==> config.mk <==
export PLATFORM = sky130hd
export DESIGN_NAME = lstm_seq_ctrl
export DESIGN_NICKNAME = d
export VERILOG_FILES = /design/src/rtl/lstm_pkg.sv /design/src/rtl/lstm_out_slot.sv /design/src/rtl/lstm_seq_ctrl.sv
export SDC_FILE = /design/constraint.sdc
export NUM_CORES = 1
export LEC_CHECK = 0
export ABC_AREA = 1
export BUFFER_PORTS_ARGS = -buffer_cell sky130_fd_sc_hd__buf_2
export CORE_AREA = 2 2 175 177
export DETAILED_ROUTE_END_ITERATION = 6
export DIE_AREA = 0 0 177 179
export HOLD_SLACK_MARGIN = 0.06
export PLACE_DENSITY = 0.65
export SYNTH_ARGS = -nofsm -noshare
export SYNTH_HDL_FRONTEND = slang
export SYNTH_SLANG_ARGS = --single-unit
==> constraint.sdc <==
create_clock -name clk -period 1.9 [get_ports clk]
set_input_delay 0.285 -clock clk [delete_from_list [all_inputs] [get_ports clk]]
set_output_delay 0.285 -clock clk [all_outputs]
set_load 0.02 [all_outputs]
==> src/rtl/lstm_pkg.sv <==
// Shared types and constants for the LSTM sequence controller and its cell.
package lstm_pkg;

    typedef enum logic [1:0] {
        GATE_I = 2'd0,
        GATE_F = 2'd1,
        GATE_G = 2'd2,
        GATE_O = 2'd3
    } gate_e;

    typedef enum logic [1:0] {
        SEL_WEIGHT_X = 2'd0,
        SEL_WEIGHT_H = 2'd1,
        SEL_BIAS_X   = 2'd2,
        SEL_BIAS_H   = 2'd3
    } cfg_sel_e;

    typedef enum logic [2:0] {
        ST_IDLE  = 3'd0,
        ST_INIT  = 3'd1,
        ST_ISSUE = 3'd2,
        ST_WAIT  = 3'd3,
        ST_DONE  = 3'd4
    } state_e;

    localparam int CELL_LATENCY = 7;

endpackage

==> src/rtl/lstm_out_slot.sv <==
// One-entry valid/ready holding register for the h output stream.
module lstm_out_slot #(
    parameter int WIDTH = 16
) (
    input  logic             clk,
    input  logic             rst,
    input  logic             i_valid,
    input  logic [WIDTH-1:0] i_data,
    output logic             o_ready,
    output logic             o_valid,
    output logic [WIDTH-1:0] o_data,
    input  logic             i_ready
);

    logic             r_valid;
    logic [WIDTH-1:0] r_data;

    // Accept a new word when empty or when the held word leaves this cycle.
    assign o_ready = !r_valid || i_ready;
    assign o_valid = r_valid;
    assign o_data  = r_data;

    always_ff @(posedge clk) begin
        if (rst) begin
            r_valid <= 1'b0;
            r_data  <= '0;
        end else if (i_valid && o_ready) begin
            r_valid <= 1'b1;
            r_data  <= i_data;
        end else if (i_ready) begin
            r_valid <= 1'b0;
        end
    end

endmodule

==> src/rtl/lstm_seq_ctrl.sv <==
// Sequencer that streams samples through an external LSTM cell, loads its
// coefficients, optionally zeroes h/C at start, and watches for a stuck cell.
module lstm_seq_ctrl
    import lstm_pkg::*;
#(
    parameter int WIDTH   = 16,
    parameter int LEN_W   = 16,
    parameter int TIMEOUT = 15
) (
    input  logic               clk,
    input  logic               rst,
    input  logic [1:0]         cfg_gate,
    input  logic [1:0]         cfg_sel,
    input  logic [WIDTH-1:0]   cfg_data,
    input  logic               cfg_valid,
    output logic               cfg_ready,
    input  logic               start,
    input  logic [LEN_W-1:0]   seq_len,
    input  logic               clear_state,
    output logic               busy,
    output logic               done,
    output logic               error,
    input  logic [WIDTH-1:0]   s_x,
    input  logic               s_x_valid,
    output logic               s_x_ready,
    output logic [WIDTH-1:0]   m_y,
    output logic               m_y_valid,
    input  logic               m_y_ready,
    output logic [WIDTH-1:0]   final_c,
    input  logic               cell_ready,
    output logic [WIDTH-1:0]   cell_x,
    output logic [WIDTH-1:0]   cell_h,
    output logic [WIDTH-1:0]   cell_c,
    output logic               cell_x_valid,
    output logic               cell_h_valid,
    output logic               cell_c_valid,
    output logic [4*WIDTH-1:0] cell_weight_x,
    output logic [4*WIDTH-1:0] cell_weight_h,
    output logic [4*WIDTH-1:0] cell_bias_x,
    output logic [4*WIDTH-1:0] cell_bias_h,
    output logic [3:0]         cell_weight_x_valid,
    output logic [3:0]         cell_weight_h_valid,
    output logic [3:0]         cell_bias_x_valid,
    output logic [3:0]         cell_bias_h_valid,
    input  logic [WIDTH-1:0]   cell_y,
    input  logic [WIDTH-1:0]   cell_c_out,
    input  logic               cell_valid
);

    localparam int N_LANES = int'(GATE_O) + 1;
    // Wide enough to count past the nominal cell latency even if TIMEOUT is set low.
    localparam int TMO_W = $clog2((TIMEOUT > CELL_LATENCY ? TIMEOUT : CELL_LATENCY) + 1);

    state_e           r_state;
    logic [LEN_W-1:0] r_cnt;
    logic [LEN_W-1:0] r_len;
    logic [TMO_W-1:0] r_tmo;
    logic             r_busy;
    logic             r_done;
    logic             r_error;
    logic             r_init_vld;
    logic [WIDTH-1:0] r_final_c;

    logic                                 w_cfg_hs;
    logic                                 w_x_hs;
    logic                                 w_capture;
    logic                                 w_slot_ready;
    logic                                 w_last;
    logic [N_LANES-1:0]                   w_gate_onehot;
    logic [3:0][N_LANES*WIDTH-1:0]        w_lane_data;
    logic [3:0][N_LANES-1:0]              w_lane_vld;

    assign cfg_ready     = (r_state == ST_IDLE) && cell_ready;
    assign w_cfg_hs      = cfg_valid && cfg_ready;
    assign w_gate_onehot = N_LANES'(1) << cfg_gate;

    // One register set per coefficient target; the valid strobe lives one cycle.
    generate
        for (genvar gi = 0; gi < 4; gi++) begin : g_cfg
            logic [WIDTH-1:0]   r_data;
            logic [N_LANES-1:0] r_vld;

            always_ff @(posedge clk) begin
                if (rst) begin
                    r_data <= '0;
                    r_vld  <= '0;
                end else begin
                    r_vld <= '0;
                    if (w_cfg_hs && cfg_sel == 2'(gi)) begin
                        r_data <= cfg_data;
                        r_vld  <= w_gate_onehot;
                    end
                end
            end

            assign w_lane_data[gi] = {N_LANES{r_data}};
            assign w_lane_vld[gi]  = r_vld;
        end
    endgenerate

    assign cell_weight_x       = w_lane_data[SEL_WEIGHT_X];
    assign cell_weight_h       = w_lane_data[SEL_WEIGHT_H];
    assign cell_bias_x         = w_lane_data[SEL_BIAS_X];
    assign cell_bias_h         = w_lane_data[SEL_BIAS_H];
    assign cell_weight_x_valid = w_lane_vld[SEL_WEIGHT_X];
    assign cell_weight_h_valid = w_lane_vld[SEL_WEIGHT_H];
    assign cell_bias_x_valid   = w_lane_vld[SEL_BIAS_X];
    assign cell_bias_h_valid   = w_lane_vld[SEL_BIAS_H];

    // A pending output blocks the next issue so m_y never needs more than one slot.
    assign s_x_ready    = (r_state == ST_ISSUE) && cell_ready && !m_y_valid;
    assign cell_x_valid = s_x_ready && s_x_valid;
    assign cell_x       = s_x;
    assign w_x_hs       = cell_x_valid;

    assign cell_h       = '0;
    assign cell_c       = '0;
    assign cell_h_valid = r_init_vld;
    assign cell_c_valid = r_init_vld;

    assign w_capture = (r_state == ST_WAIT) && cell_valid && w_slot_ready;
    assign w_last    = (r_cnt + LEN_W'(1)) == r_len;

    assign busy    = r_busy;
    assign done    = r_done;
    assign error   = r_error;
    assign final_c = r_final_c;

    always_ff @(posedge clk) begin
        if (rst) begin
            r_state    <= ST_IDLE;
            r_cnt      <= '0;
            r_len      <= '0;
            r_tmo      <= '0;
            r_busy     <= 1'b0;
            r_done     <= 1'b0;
            r_error    <= 1'b0;
            r_init_vld <= 1'b0;
            r_final_c  <= '0;
        end else begin
            r_done     <= 1'b0;
            r_init_vld <= 1'b0;
            case (r_state)
                ST_IDLE: begin
                    if (start) begin
                        r_error <= 1'b0;
                        r_cnt   <= '0;
                        r_len   <= seq_len;
                        r_tmo   <= '0;
                        if (seq_len == '0) begin
                            r_state <= ST_DONE;
                        end else begin
                            r_busy  <= 1'b1;
                            r_state <= clear_state ? ST_INIT : ST_ISSUE;
                        end
                    end
                end
                ST_INIT: begin
                    if (cell_ready) begin
                        r_init_vld <= 1'b1;
                        r_state    <= ST_ISSUE;
                    end
                end
                ST_ISSUE: begin
                    if (w_x_hs) begin
                        r_tmo   <= '0;
                        r_state <= ST_WAIT;
                    end
                end
                ST_WAIT: begin
                    if (w_capture) begin
                        r_cnt     <= r_cnt + LEN_W'(1);
                        r_final_c <= cell_c_out;
                        r_state   <= w_last ? ST_DONE : ST_ISSUE;
                    end else if (r_tmo == TMO_W'(TIMEOUT - 1)) begin
                        r_error <= 1'b1;
                        r_busy  <= 1'b0;
                        r_state <= ST_IDLE;
                    end else begin
                        r_tmo <= r_tmo + TMO_W'(1);
                    end
                end
                ST_DONE: begin
                    r_done  <= 1'b1;
                    r_busy  <= 1'b0;
                    r_state <= ST_IDLE;
                end
                default: r_state <= ST_IDLE;
            endcase
        end
    end

    lstm_out_slot #(
        .WIDTH (WIDTH)
    ) u_out_slot (
        .clk     (clk),
        .rst     (rst),
        .i_valid (w_capture),
        .i_data  (cell_y),
        .o_ready (w_slot_ready),
        .o_valid (m_y_valid),
        .o_data  (m_y),
        .i_ready (m_y_ready)
    );

endmodule

==> reports/qor.csv <==
stage,metric,value,unit
critical_path,CP Max Fanout,5,
cells_and_area,FF/Latch Area,3130,um2
critical_path,worst endpoint data arrival time,1590,ps
power,leakage,5.05,nW
logic_synthesis,register area share after synthesis,38.5,%
sta,Final Hold Fails,0,
place,DP HPWL,19100,um
cts,CTS Sinks,156,
cts,clk buf depth,2,
global_route,GR Util All Layers,14.8,%
logic_synthesis,post-synth top area share,38.5,%
cts,CTS HTree Levels,4,
logic_synthesis,Post-Syn Area,8120,um2
critical_path,Reg2Reg Depth,14,
cells_and_area,# nets final,1382,
sta,Worst Skew,19.3,ps
die,Rows,64,
sta,setup violators final,0,
sta,Final period util,98.6,%
power,Peak supply drop,0.432,mV
logic_synthesis,Gate Count Post-Synth,1093,
drt,DRC violations left,0,
drt,routed vias,7206,
global_route,initial antenna violation count,1,
critical_path,FF-to-FF Start,r_cnt[0]$_SDFFE_PP0P_,
sta,f_max,0.534,GHz
cts,clock-pin slew on the worst setup and hold paths,70,ps
global_route,first-pass GRT wire length,35600,um
logic_synthesis,top_reg_cell synth,dfxtp_1,
sta,Final Critical Period,1870,ps
min_path,worst hold path class,in2reg,
outcome,status,"finished, final reports clean",
global_route,number of global-route vias before repair,6109,
logic_synthesis,post-synthesis compound-gate area fraction,11.0,%
cells_and_area,share of layout cells above drive strength 1,39.5,%
drt,vias per cell,4.25,
critical_path,CP endpoint kind,output pin,
critical_path,Startpoint Class,flop,
sta,Final TNS setup,0,ps
logic_synthesis,Post-Synth Adder-Cell Area,0.462,%
logic_synthesis,Yosys cell types,37,
power,pwr dens,1060,nW/um2
logic_synthesis,YS warnings,0,
min_path,hold path endpoint,final_c[12]$_SDFFE_PP0P_,
critical_path,Worst Path Required,1620,ps
logic_synthesis,multiplexer area fraction after synthesis,0,%
logic_synthesis,post-synthesis simple-gate area fraction,22.2,%
sta,RSZ-0062 raised after global routing,true,
die,io pins,454,
drt,Post-Route WL,24900,um
logic_synthesis,cell with the most instances after synthesis,nor2_1,
cells_and_area,fillers,3288,
place,Final GP Congestion,0.859,
drt,Final ANT Viol Nets,0,
logic_synthesis,largest family of logic cells by synthesized area,buffers and inverters,
critical_path,critical path type,reg2out,
logic_synthesis,Synth area leaders,"dfxtp_1, buf_4, nor2_1, o21ai_0, nand2_1",
place,Port Buffers,389,
cts,CTS tree,yes,
logic_synthesis,syn avg cell area,7.43,um2
critical_path,reg-to-reg endpoint,r_state[1]$_SDFFE_PP0P_,
logic_synthesis,Synth area leader,dfxtp_1,
global_route,grt ovf,0,
drt,drt wl/cell,14.7,um
min_path,Hold Startpoint,cell_c_out[12],
drt,Starting DRT DRC Count,450,
min_path,Hold Path Depth,3,
logic_synthesis,post-synthesis async set-or-reset flop share,0,%
sta,Slew Limit Fails,0,
logic_synthesis,#FFs+latches synth,156,
cts,clk root buf,clkbuf_16,
flow_run,Max Cap Viol,0,
cts,clk_lat worst skew,430,ps
power,power after layout,0.0102,W
logic_synthesis,"EDFF count, synth",0,
die,Starting Density,27.0,%
cells_and_area,synth-to-layout area growth,19.4,%
cts,total CTS buffers,17,
logic_synthesis,xor and xnor area share after synthesis,0.878,%
die,DIE AREA,31700,um2
drt,First-pass DRT Iterations,5,
critical_path,register-to-register setup slack,40,ps
die,Core ar.,30000,um2
die,Die Ht,179,um
logic_synthesis,commonest cells in the netlist,"nor2_1, buf_4, dfxtp_1, o21ai_0, nand2_1",
global_route,largest net degree at the start of global routing,69,
cells_and_area,footprint of the multi-input gates,3000,um2
die,die width,177,um
[cell type report]
cell class / instances / share of cell area, %
antenna: 1 / 0.0258
clock buffer: 17 / 4.39
clock inverter: 15 / 1.79
inverter: 55 / 2.23
multi-input combinational: 635 / 30.9
sequential: 156 / 32.3
tap: 396 / 5.11
timing repair buffer: 421 / 23.2
[per-layer routing]
layer	routed length, um	track usage, %	vias to the layer above
li1	-	-	3605
met1	10400	18.3	3281
met2	12700	26.3	296
met3	1450	2.42	24
met4	311	4.65	0
met5	0	0	-
[kinds of logic (layout without fill, tap and decap cells)]
kind of cell	after synthesis	in the layout
simple gates	423	423
buf+inv	333	508
compound gates	172	172
flops	156	156
xor+xnor	5	5
fa+ha+maj	3	3
other cells	1	33
[critical path, stage by stage (launching register included)]
cell and delay, ps:
dfxtp_4 370, nor2_2 170, nand2_2 80, nor3_2 230, and2_4 180, buf_4 130
[stage by stage]
step           instance area [um2]  utilization (%)  cells  setup slack, ps  hold slack [ps]
4_1_cts                       9560             31.8   1689            -8.09             88.0
2_1_floorplan                 8240                -   1124             13.2              420
6_report                      9690             32.3   1696             25.8              108
3_5_place_dp                  8940             29.8   1657            -31.7              453
3_3_place_gp                  8940             29.8   1657            -9.15              456
5_1_grt                       9690             32.3   1696             -145             98.2
[sequential cells by signal, summed over array words and instances, names as in the netlist, 16 cells and up]
signal	cells
u_out_slot.o_data	16
final_c	16
r_cnt	16
g_cfg.r_data	64
r_len	16
[worst max path at each step]
| stage | from | end |
|---|---|---|
| 2_1_floorplan | r_state[0]$_SDFFE_PP0P_ | r_state[0]$_SDFFE_PP0P_ |
| 3_3_place_gp | r_state[0]$_SDFFE_PP0P_ | cell_bias_h_valid[0]$_SDFF_PP0_ |
| 3_5_place_dp | r_state[0]$_SDFFE_PP0P_ | g_cfg[3].r_data[0]$_SDFFE_PP0P_ |
| 4_1_cts | r_cnt[1]$_SDFFE_PP0P_ | r_state[2]$_SDFFE_PP0P_ |
| 5_1_grt | r_cnt[0]$_SDFFE_PP0P_ | r_state[1]$_SDFFE_PP0P_ |
| 6_report | r_state[0]$_SDFFE_PP0P_ | cell_x_valid |
[repair_timing]
action | CTS | global route
pin swaps | 0 | 11
setup endpoints to repair | 14 | 68
resized for setup | 3 | 32
setup buffers | 0 | 7
hold buffers | 0 | 0
[placed cells by master, fill, tap and decap left out, types with 4 or more instances in the layout]
master / netlist / final
inv_8: 0 / 4
buf_2: 5 / 388
conb_1: 1 / 32
clkinv_8: 0 / 5
inv_1: 44 / 42
nor2_2: 9 / 11
o21ai_0: 124 / 122
a211oi_1: 5 / 5
dfxtp_2: 0 / 4
nand4_1: 7 / 7
dfxtp_1: 156 / 151
nor2_4: 4 / 6
buf_4: 243 / 27
nand2_2: 5 / 5
buf_12: 0 / 4
clkbuf_16: 0 / 17
nand3_1: 45 / 41
nand3_2: 2 / 5
nand2_1: 92 / 90
inv_2: 11 / 10
a21oi_1: 35 / 35
nor2_1: 246 / 242
[power breakdown]
group	switching (W)	leakage, nW	internal (W)
sequential	0.000322	1.27	0.00363
clock	0.00169	0.290	0.00177
combinational	0.00184	3.49	0.000977
total	0.00386	5.05	0.00638
Note: power is estimated with default switching activity, not from simulation.
